**src/rtl/alu_op_decode_fifo.sv**
```systemverilog
`default_nettype none
// ============================================================================
// Module   : alu_op_decode_fifo
// Purpose  : Multi-lane ALU-operation decoder feeding an in-order buffer that
//            sits between rename/dispatch and ALU issue. Up to LANES
//            instructions are decoded per cycle and enqueued all-or-nothing,
//            with invalid lanes compressed out. The head entry is presented
//            first-word-fall-through on a valid/ready handshake.
// Ports    : clk         - clock, rising edge
//            rst_n       - asynchronous active-low reset
//            flush       - synchronous flush of all buffered entries
//            in_valid    - per-lane valid            [LANES]
//            in_insn     - per-lane raw instruction  [LANES*32], lane l at l*32
//            in_alu_op   - per-lane control alu_op   [LANES*2],  lane l at l*2
//            in_ready    - group can be accepted this cycle
//            out_valid   - head entry valid
//            out_ready   - issue stage consumes head
//            out_op      - decoded ALU operation of head (31 when empty)
//            out_insn    - instruction of head (0 when empty)
//            out_illegal - head entry failed decode (0 when empty)
//            count       - occupied entries
// Revision : 1.0 - initial release
// ============================================================================
module alu_op_decode_fifo #(
  parameter int LANES    = 2,
  parameter int DEPTH    = 8,
  parameter int ENABLE_M = 1
) (
  input  logic                         clk,
  input  logic                         rst_n,
  input  logic                         flush,
  input  logic [LANES-1:0]             in_valid,
  input  logic [LANES*32-1:0]          in_insn,
  input  logic [LANES*2-1:0]           in_alu_op,
  output logic                         in_ready,
  output logic                         out_valid,
  input  logic                         out_ready,
  output logic [4:0]                   out_op,
  output logic [31:0]                  out_insn,
  output logic                         out_illegal,
  output logic [$clog2(DEPTH+1)-1:0]   count
);

  localparam int CW = $clog2(DEPTH + 1);
  localparam int PW = $clog2(DEPTH);

  // ALU operation encoding
  localparam logic [4:0] c_op_add   = 5'd0;
  localparam logic [4:0] c_op_sub   = 5'd1;
  localparam logic [4:0] c_op_xor   = 5'd2;
  localparam logic [4:0] c_op_or    = 5'd3;
  localparam logic [4:0] c_op_and   = 5'd4;
  localparam logic [4:0] c_op_sll   = 5'd5;
  localparam logic [4:0] c_op_srl   = 5'd6;
  localparam logic [4:0] c_op_sra   = 5'd7;
  localparam logic [4:0] c_op_slt   = 5'd8;
  localparam logic [4:0] c_op_sltu  = 5'd9;
  localparam logic [4:0] c_op_lui   = 5'd10;
  localparam logic [4:0] c_op_auipc = 5'd11;
  localparam logic [4:0] c_op_mul   = 5'd12;
  localparam logic [4:0] c_op_nop   = 5'd31;

  // Major opcodes
  localparam logic [6:0] c_opc_rtype  = 7'b0110011;
  localparam logic [6:0] c_opc_itype  = 7'b0010011;
  localparam logic [6:0] c_opc_load   = 7'b0000011;
  localparam logic [6:0] c_opc_store  = 7'b0100011;
  localparam logic [6:0] c_opc_branch = 7'b1100011;
  localparam logic [6:0] c_opc_jalr   = 7'b1100111;
  localparam logic [6:0] c_opc_jal    = 7'b1101111;
  localparam logic [6:0] c_opc_lui    = 7'b0110111;
  localparam logic [6:0] c_opc_auipc  = 7'b0010111;

  localparam logic [6:0] c_f7_base = 7'h00;
  localparam logic [6:0] c_f7_alt  = 7'h20;
  localparam logic [6:0] c_f7_mext = 7'h01;

  // Base integer operation selected by funct3 (shared by R-type and I-type)
  function automatic logic [4:0] f_base_op(input logic [2:0] f3);
    logic [4:0] op;
    case (f3)
      3'd0:    op = c_op_add;
      3'd1:    op = c_op_sll;
      3'd2:    op = c_op_slt;
      3'd3:    op = c_op_sltu;
      3'd4:    op = c_op_xor;
      3'd5:    op = c_op_srl;
      3'd6:    op = c_op_or;
      default: op = c_op_and;
    endcase
    return op;
  endfunction

  // Returns {illegal, op}. Illegal encodings always carry the no-op code.
  function automatic logic [5:0] f_decode(
    input logic [6:0] opc,
    input logic [2:0] f3,
    input logic [6:0] f7,
    input logic [1:0] alu_op
  );
    logic [4:0] op;
    logic       ill;
    op  = c_op_nop;
    ill = 1'b0;
    case (alu_op)
      2'b00: op = c_op_add;
      2'b01: op = c_op_sub;
      2'b11: op = c_op_nop;
      default: begin
        case (opc)
          c_opc_rtype: begin
            if (f7 == c_f7_base)                    op = f_base_op(f3);
            else if (f7 == c_f7_alt && f3 == 3'd0)  op = c_op_sub;
            else if (f7 == c_f7_alt && f3 == 3'd5)  op = c_op_sra;
            else if (f7 == c_f7_mext && ENABLE_M != 0)
              op = c_op_mul + {2'b00, f3};
            else                                    ill = 1'b1;
          end
          c_opc_itype: begin
            case (f3)
              3'd1: begin
                if (f7 == c_f7_base) op = c_op_sll;
                else                 ill = 1'b1;
              end
              3'd5: begin
                if (f7 == c_f7_base)     op = c_op_srl;
                else if (f7 == c_f7_alt) op = c_op_sra;
                else                     ill = 1'b1;
              end
              // funct7 is immediate data for the non-shift forms
              default: op = f_base_op(f3);
            endcase
          end
          c_opc_load, c_opc_store, c_opc_jalr, c_opc_jal: op = c_op_add;
          c_opc_branch: op = c_op_sub;
          c_opc_lui:    op = c_op_lui;
          c_opc_auipc:  op = c_op_auipc;
          default:      ill = 1'b1;
        endcase
      end
    endcase
    if (ill) op = c_op_nop;
    return {ill, op};
  endfunction

  // Storage
  logic [4:0]    r_mem_op   [DEPTH];
  logic [31:0]   r_mem_insn [DEPTH];
  logic          r_mem_ill  [DEPTH];
  logic [PW-1:0] r_wr_ptr;
  logic [PW-1:0] r_rd_ptr;
  logic [CW-1:0] r_count;

  logic [5:0]    w_dec  [LANES];
  logic [PW-1:0] w_off  [LANES];
  logic [PW-1:0] w_slot [LANES];
  logic [CW-1:0] w_pop;
  logic          w_enq;
  logic          w_deq;
  logic [CW-1:0] w_add;
  logic [CW-1:0] w_sub;

  generate
    for (genvar l = 0; l < LANES; l++) begin : g_lane
      assign w_dec[l] = f_decode(in_insn[l*32 +: 7],
                                 in_insn[l*32+12 +: 3],
                                 in_insn[l*32+25 +: 7],
                                 in_alu_op[l*2 +: 2]);
      assign w_slot[l] = r_wr_ptr + w_off[l];
    end
  endgenerate

  // Each valid lane's slot offset is the number of valid lanes below it,
  // which packs the accepted group into consecutive slots.
  always_comb begin
    w_pop = '0;
    for (int l = 0; l < LANES; l++) begin
      w_off[l] = w_pop[PW-1:0];
      if (in_valid[l]) w_pop = w_pop + CW'(1);
    end
  end

  // Readiness is based on registered occupancy only, so a concurrent pop
  // never admits a group that could overflow.
  assign in_ready  = (CW'(DEPTH) - r_count) >= CW'(LANES);
  assign out_valid = (r_count != '0);
  assign w_enq     = in_ready && (|in_valid) && !flush;
  assign w_deq     = out_valid && out_ready && !flush;
  assign w_add     = w_enq ? w_pop : '0;
  assign w_sub     = CW'(w_deq);

  always_ff @(posedge clk or negedge rst_n) begin
    if (!rst_n) begin
      r_wr_ptr <= '0;
      r_rd_ptr <= '0;
      r_count  <= '0;
    end else if (flush) begin
      r_wr_ptr <= '0;
      r_rd_ptr <= '0;
      r_count  <= '0;
    end else begin
      if (w_enq) r_wr_ptr <= r_wr_ptr + PW'(w_pop);
      if (w_deq) r_rd_ptr <= r_rd_ptr + PW'(1);
      r_count <= r_count + w_add - w_sub;
    end
  end

  // Array contents need no reset: occupancy alone qualifies every read.
  always_ff @(posedge clk) begin
    if (w_enq) begin
      for (int l = 0; l < LANES; l++) begin
        if (in_valid[l]) begin
          r_mem_op[w_slot[l]]   <= w_dec[l][4:0];
          r_mem_ill[w_slot[l]]  <= w_dec[l][5];
          r_mem_insn[w_slot[l]] <= in_insn[l*32 +: 32];
        end
      end
    end
  end

  assign out_op      = out_valid ? r_mem_op[r_rd_ptr]   : c_op_nop;
  assign out_insn    = out_valid ? r_mem_insn[r_rd_ptr] : 32'd0;
  assign out_illegal = out_valid ? r_mem_ill[r_rd_ptr]  : 1'b0;
  assign count       = r_count;

endmodule
`default_nettype wire

```
**config.mk**
```make
export PLATFORM = sky130hd
export DESIGN_NAME = alu_op_decode_fifo
export DESIGN_NICKNAME = d
export VERILOG_FILES = /design/src/rtl/alu_op_decode_fifo.sv
export SDC_FILE = /design/constraint.sdc
export NUM_CORES = 1
export LEC_CHECK = 0
export ABC_AREA = 1
export BUFFER_PORTS_ARGS = -buffer_cell sky130_fd_sc_hd__buf_2
export CAP_MARGIN = 15
export CORE_MARGIN = 2
export CORE_UTILIZATION = 55
export CTS_CLUSTER_DIAMETER = 200
export CTS_CLUSTER_SIZE = 40
export DETAILED_ROUTE_END_ITERATION = 6
export PLACE_DENSITY = 0.76
export SLEW_MARGIN = 20
export SYNTH_ARGS = -nofsm -noshare
export SYNTH_HDL_FRONTEND = slang
export SYNTH_SLANG_ARGS = --single-unit
```
**constraint.sdc**
```tcl
create_clock -name clk -period 4.9 [get_ports clk]
set_input_delay 0.735 -clock clk [delete_from_list [all_inputs] [get_ports clk]]
set_output_delay 0.735 -clock clk [all_outputs]
set_load 0.02 [all_outputs]
```
==> results.md, run 1 <==
* Syn_nets at 2,085
* Crit path launch type: flop
* 1st-iter DRT viols at 1,823
* RSZ-0062 raised after global routing: false
* Max Freq at 263 MHz
* Synth top area share at 52.9%
* Wirelength per Cell at 19.8 um
* H-Tree Depth at 1
* Hold Vio Cnt, Final at 0
* First-pass GRT wire length at 74.2 mm
* Clock Sinks at 314
* Critical path arrival at 3.96 ns
* Worst slew margin at 32.7%
* Resized cells post-CTS at 0
* Worst vdd ir at 0.419 mV
* Filler Cells Inserted at 2,668
* R2r setup slk at 1.10 ns
* Vias in the first global route at 14,000
* CP max stage cell: o31ai_4
* Grt total ovfl at 0
* Ys Warns at 0
* Family with the most delay on the worst path: compound AO/OA/AOI/OAI gates
* Final nets at 2,087
* Syn_area_per_cell at 8.65 um2
* Layout area overhead at 5.30%
* Tot Pwr at 7.91 mW
* Routed WL at 47.4 mm
* R2R Path End: r_mem_insn[4][11]
* Crit Path Category: reg -> reg
* Global Route Usage Sum at 28.6%
* Area leader, netlist: edfxtp_1
* Crit path from: count[1]
* R2R depth at 9
* N_diodes at 0
* Status: finished clean
* Initial antenna violation count at 1
* Layout Cells excl Fill at 2,395
* Worst Hold Class: in -> async
* Hold slack at 0.0616 ns
* Row count at 64
* Reg clk slew, reported paths at 0.15 ns
* Skew-Pair Late Insertion Delay at 0.52 ns
* Cts hold-fix bufs at 0
* GP Congestion at 0.904
* Critical path endpoint category: flop
* IO buf count at 117
* Post-synthesis register bit count at 314
* Die ar. at 32,800 um2
* CP max FO at 27
* Clk buf depth at 3
* Final setup violation count at 0
* Die X at 181 um
* Period utilization at 77.6%
* Max Cap Violations at 0
* Slew Limit Fails at 0
* Synth Instances at 1,995
* P_leak at 7.27 nW
* Tmin final at 3.80 ns
* Worst slew pin tran at 1.01 ns
* Placed cell areas at 17,900 um2
* Cts bufs inserted at 11
* Initial core utilization at 56.1%
* Mapped Area at 17,300 um2
* CP bufs+invs at 2
* CTS root buffer: clkbuf_16
* CP Cell Sequence: inv_1, ha_1, a21oi_1, nand4_2, nand2_4, nor2_8, nand2_1, o31ai_4, buf_4
* Worst R2R Start: count[1]
* CP Data Required Time at 5.06 ns
* Design Area, Final at 18,200 um2
* I/O pins at 118
* Die height at 181 um
* Pin count of the biggest net entering global routing at 78
* Post-CTS setup buffers at 0
* Synth top area cells: edfxtp_1 (53%), nand2_1 (11%), o21ai_0 (8.1%)
* Max stage delay on crit path at 0.96 ns
* Post-synth cell types at 38
* Drc violations at 0
* Layout cell share with drive strength beyond 1 at 10.4%
* Placed cells at 2,379
* Post-synthesis sequential area ratio at 54.4%
* Post-DP HPWL at 28.7 mm
* Core Area at 30,700 um2
* Setup Skew at 0.0143 ns
* PwrDens at 435 nW/um2
* Vias per cell at 6.03
* CTS tree: built
* DR vias at 14,400
* TritonRoute pass-1 iters at 6
* Post-route ant nets at 0
cell families (layout without fill, tap and decap cells):
kind of cell / Yosys count / in the layout / share of synthesized area [%]
XOR/XNOR: 1 / 1 / 0.0508
AND/OR/NAND/NOR: 843 / 843 / 20.0
AO/OA/AOI/OAI: 568 / 568 / 17.5
buffers and inverters: 253 / 257 / 6.80
flip-flops: 314 / 314 / 54.4
adder cells (fa/ha/maj): 16 / 16 / 1.25
state kept, by name, summed over array words and instances, names as in the netlist:
| signal | count |
|---|---|
| r_mem_insn | 256 |
| r_mem_op | 40 |
| r_mem_ill | 8 |
| count | 4 |
| r_rd_ptr | 3 |
| r_wr_ptr | 3 |
routing by layer:
metal	up-vias	global-route usage (%)	routed length (um)
li1	6846	-	-
met2	735	49.1	23000
met5	-	0	0
met1	6782	37.2	18700
met4	0	10.4	1280
met3	86	3.81	4450
per-stage QoR:
stage | utilization (%) | TNS [ns] | setup slack [ns]
global route | 59.1 | 0 | 0.957
global placement | 58.0 | 0 | 0.720
floorplan | - | -107.70 | -0.354
detailed placement | 58.1 | 0 | 0.744
finish | 59.1 | 0 | 1.10
CTS | 59.0 | 0 | 1.16
report_power, final:
part,switching (mW),internal (mW)
Combinational,2.36,0.959
Sequential,0.0850,3.29
Clock,0.787,0.424
Yosys cell counts, drive strengths merged:
| library cell | n |
|---|---|
| xnor2 | 1 |
| o31ai | 8 |
| a21o | 1 |
| a221oi | 10 |
| o22ai | 33 |
| o21ai | 447 |
| or2 | 1 |
| clkinv | 6 |
| dfrtp | 10 |
| o2111ai | 1 |
| a21oi | 35 |
| edfxtp | 304 |
| fa | 2 |
| inv | 89 |
| nand4 | 7 |
| clkbuf | 69 |
| or3b | 5 |
| nand3 | 76 |
| buf | 89 |
| nor3 | 4 |
| ha | 14 |
| nor2 | 264 |
| nand2 | 486 |
| a31oi | 33 |
cell type report:
type	count	area (um2)	share of cell area (%)
clock buffers	14	287	1.58
clock inverters	1	8.76	0.0482
inverters	95	359	1.98
multi-input cells	1428	6810	37.5
flip-flops and latches	314	9380	51.7
well taps	396	495	2.73
repair buffers	147	822	4.53
cells in the final DEF, fill, tap and decap left out, types with 35 or more instances in the layout:
master / synthesis / layout
edfxtp_1: 304 / 304
o21ai_0: 280 / 280
nor2_1: 259 / 259
inv_1: 86 / 85
nand3_1: 66 / 66
o21ai_1: 157 / 157
nand2_1: 485 / 485
a21oi_1: 35 / 35
buf_2: 58 / 117
worst max path at each step:
stage | slack [ns] | depth (start not counted) | to
detailed placement | 0.74 | 9 | r_mem_insn[4][10]
finish | 1.10 | 9 | r_mem_insn[4][11]
global placement | 0.72 | 9 | r_mem_insn[1][11]
global route | 0.96 | 10 | r_mem_insn[4][11]
CTS | 1.16 | 9 | r_mem_insn[4][10]
floorplan | -0.35 | 9 | r_mem_ill[0]
(Power assumes the default switching activity.)
==> run 2, diff against run 1 <==
==> constraint.sdc (replaced) <==
create_clock -name clk -period 3.3 [get_ports clk]
set_input_delay 0.495 -clock clk [delete_from_list [all_inputs] [get_ports clk]]
set_output_delay 0.495 -clock clk [all_outputs]
set_load 0.02 [all_outputs]
==> results.md, run 2 (synthesis results as in run 1) <==
* I/O pins at 118
* Wl on met1 at 19.1 mm
* Worst Setup EP: out_insn[26]
* Initial core utilization at 56.1%
* Core Area at 30,700 um2
* Grt total ovfl at 0
* Commonest cells after routing, fill and taps aside: nand2_1 (485), edfxtp_1 (304), o21ai_0 (280), nor2_1 (259), o21ai_1 (157)
* GP Congestion at 0.886
* Initial antenna violation count at 3
* Global Route Usage Sum at 28.4%
* Post-route ant nets at 0
* Metal3 WL at 4.43 mm
* Worst vdd ir at 0.380 mV
* Commonest non-fill, non-tap cell in the layout: nand2_1
* Critical path arrival at 2.70 ns
* Filler Cells Inserted at 2,675
* Clock Sinks at 314
* Final setup violation count at 0
* Row count at 64
* Drc violations at 0
* PwrDens at 644 nW/um2
* CTS root buffer: clkbuf_16
* R2r setup slk at 0.51 ns
* IO buf count at 117
* DR WL met2 at 22.8 mm
* Worst R2R Start: count[1]
* CP max FO at 23
* 1st-iter DRT viols at 1,877
* Routed WL at 47.6 mm
* P_int at 7.06 mW
* Hold slack at 0.255 ns
* Layout Cells excl Fill at 2,408
* Worst slew pin tran at 0.791 ns
* R2R depth at 12
* Slew Limit Fails at 0
* Placed cells at 2,388
* Clock power share at 15.1%
* Worst Hold Class: in -> reg
* First-pass GRT wire length at 73.8 mm
* Vias per cell at 6.08
* H-Tree Depth at 1
* P_leak at 7.41 nW
* Die X at 181 um
* Vias in the first global route at 14,000
* Setup Skew at 0.0326 ns
* Layout cell share with drive strength beyond 1 at 10.8%
* Design Area, Final at 18,500 um2
* R2R Path End: r_mem_op[2][1]
* Skew-Pair Late Insertion Delay at 0.52 ns
* Sw frac at 40.7%
* Comb power frac at 42.5%
* Worst slew margin at 47.2%
* Status: finished clean
* RSZ-0062 raised after global routing: false
* Crit path from: r_rd_ptr[1]
* Final nets at 2,097
* Post-DP HPWL at 28.5 mm
* CP Data Required Time at 2.80 ns
* Hold Vio Cnt, Final at 0
* Final core utilization at 60.2%
* Cts bufs inserted at 11
* Crit path launch type: flop
* Pre-CTS setup slack at 0.362 ns
* Max reg flops at 256
* Clk buf depth at 3
* CTS tree: built
* Crit Path Category: reg -> out
* DR vias at 14,600
* Tot Pwr at 11.9 mW
* Reg power frac at 42.3%
* Die height at 181 um
* Placed cell areas at 18,100 um2
* TritonRoute pass-1 iters at 6
* Fin worst setup slack at 0.104 ns
* Max Cap Violations at 0
* Critical path endpoint category: output port
* Max Freq at 313 MHz
* Highest Signal Layer: met4
* Layout area overhead at 7.25%
* Reg clk slew, reported paths at 0.16 ns
* Pin count of the biggest net entering global routing at 107
* Tmin final at 3.20 ns
* Wirelength per Cell at 19.8 um
* Total Neg Setup Slack at 0 ns
* P_sw at 4.85 mW
* Die ar. at 32,800 um2
* Period utilization at 96.9%
run 2: cell count changes in the layout (fill, tap and decap cells not counted), sizes merged:
| cell | change |
|---|---|
| dlygate4sd3 | +1 |
| diode | +3 |
| clkbuf | +1 |
| buf | +8 |
run 2: how the worst min path moves through the flow:
stage                from          end  slack, ns  depth (start not counted)
floorplan           rst_n     count[0]       0.20                          0
global placement    rst_n  r_wr_ptr[2]       0.37                          1
detailed placement  rst_n  r_wr_ptr[2]       0.38                          1
CTS                 flush     count[2]       0.26                          2
global route        flush     count[0]       0.27                          2
finish              flush     count[1]       0.26                          2
run 2: critical path, cell delays in order (launching register included):
cell	delay, ns
dfrtp_2	0.46
inv_2	0.44
buf_4	0.35
o21ai_0	0.13
o22ai_1	0.19
o21ai_0	0.11
a31oi_1	0.27
buf_2	0.22
run 2: power by group through the flow:
stage | registers, mW | clock network, mW | logic [mW]
6_report | 5.04 | 1.80 | 5.07
5_1_grt | 5.07 | 1.89 | 5.54
4_1_cts | 5.03 | 1.80 | 4.98
3_5_place_dp | 5.13 | 0 | 4.96
3_3_place_gp | 5.12 | 0 | 4.85
2_1_floorplan | 5.11 | 0 | 3.36
run 2: cell type report:
cell class                 count  area (um2)  area share (%)
clock buffer                  14         287            1.55
tap                          396         495            2.68
timing repair buffer         157        1150            6.22
multi-input combinational   1428        6810            36.8
antenna                        3        7.51          0.0406
sequential                   314        9380            50.7
clock inverter                 1        8.76          0.0473
inverter                      95         359            1.94
run 2: layer usage:
layer  global-route usage (%)  vias to the layer above
met4                     10.1                        0
met2                     48.2                      770
met5                        0                        -
met1                     38.1                     6889
li1                         -                     6891
met3                     3.20                       85
run 2: repair_timing:
action / in CTS / in global routing
gates resized for setup: 0 / 4
hold buffers: 1 / 0
setup buffers: 0 / 0
endpoints found under the setup margin: 0 / 7
endpoints found under the hold margin: 10 / 0
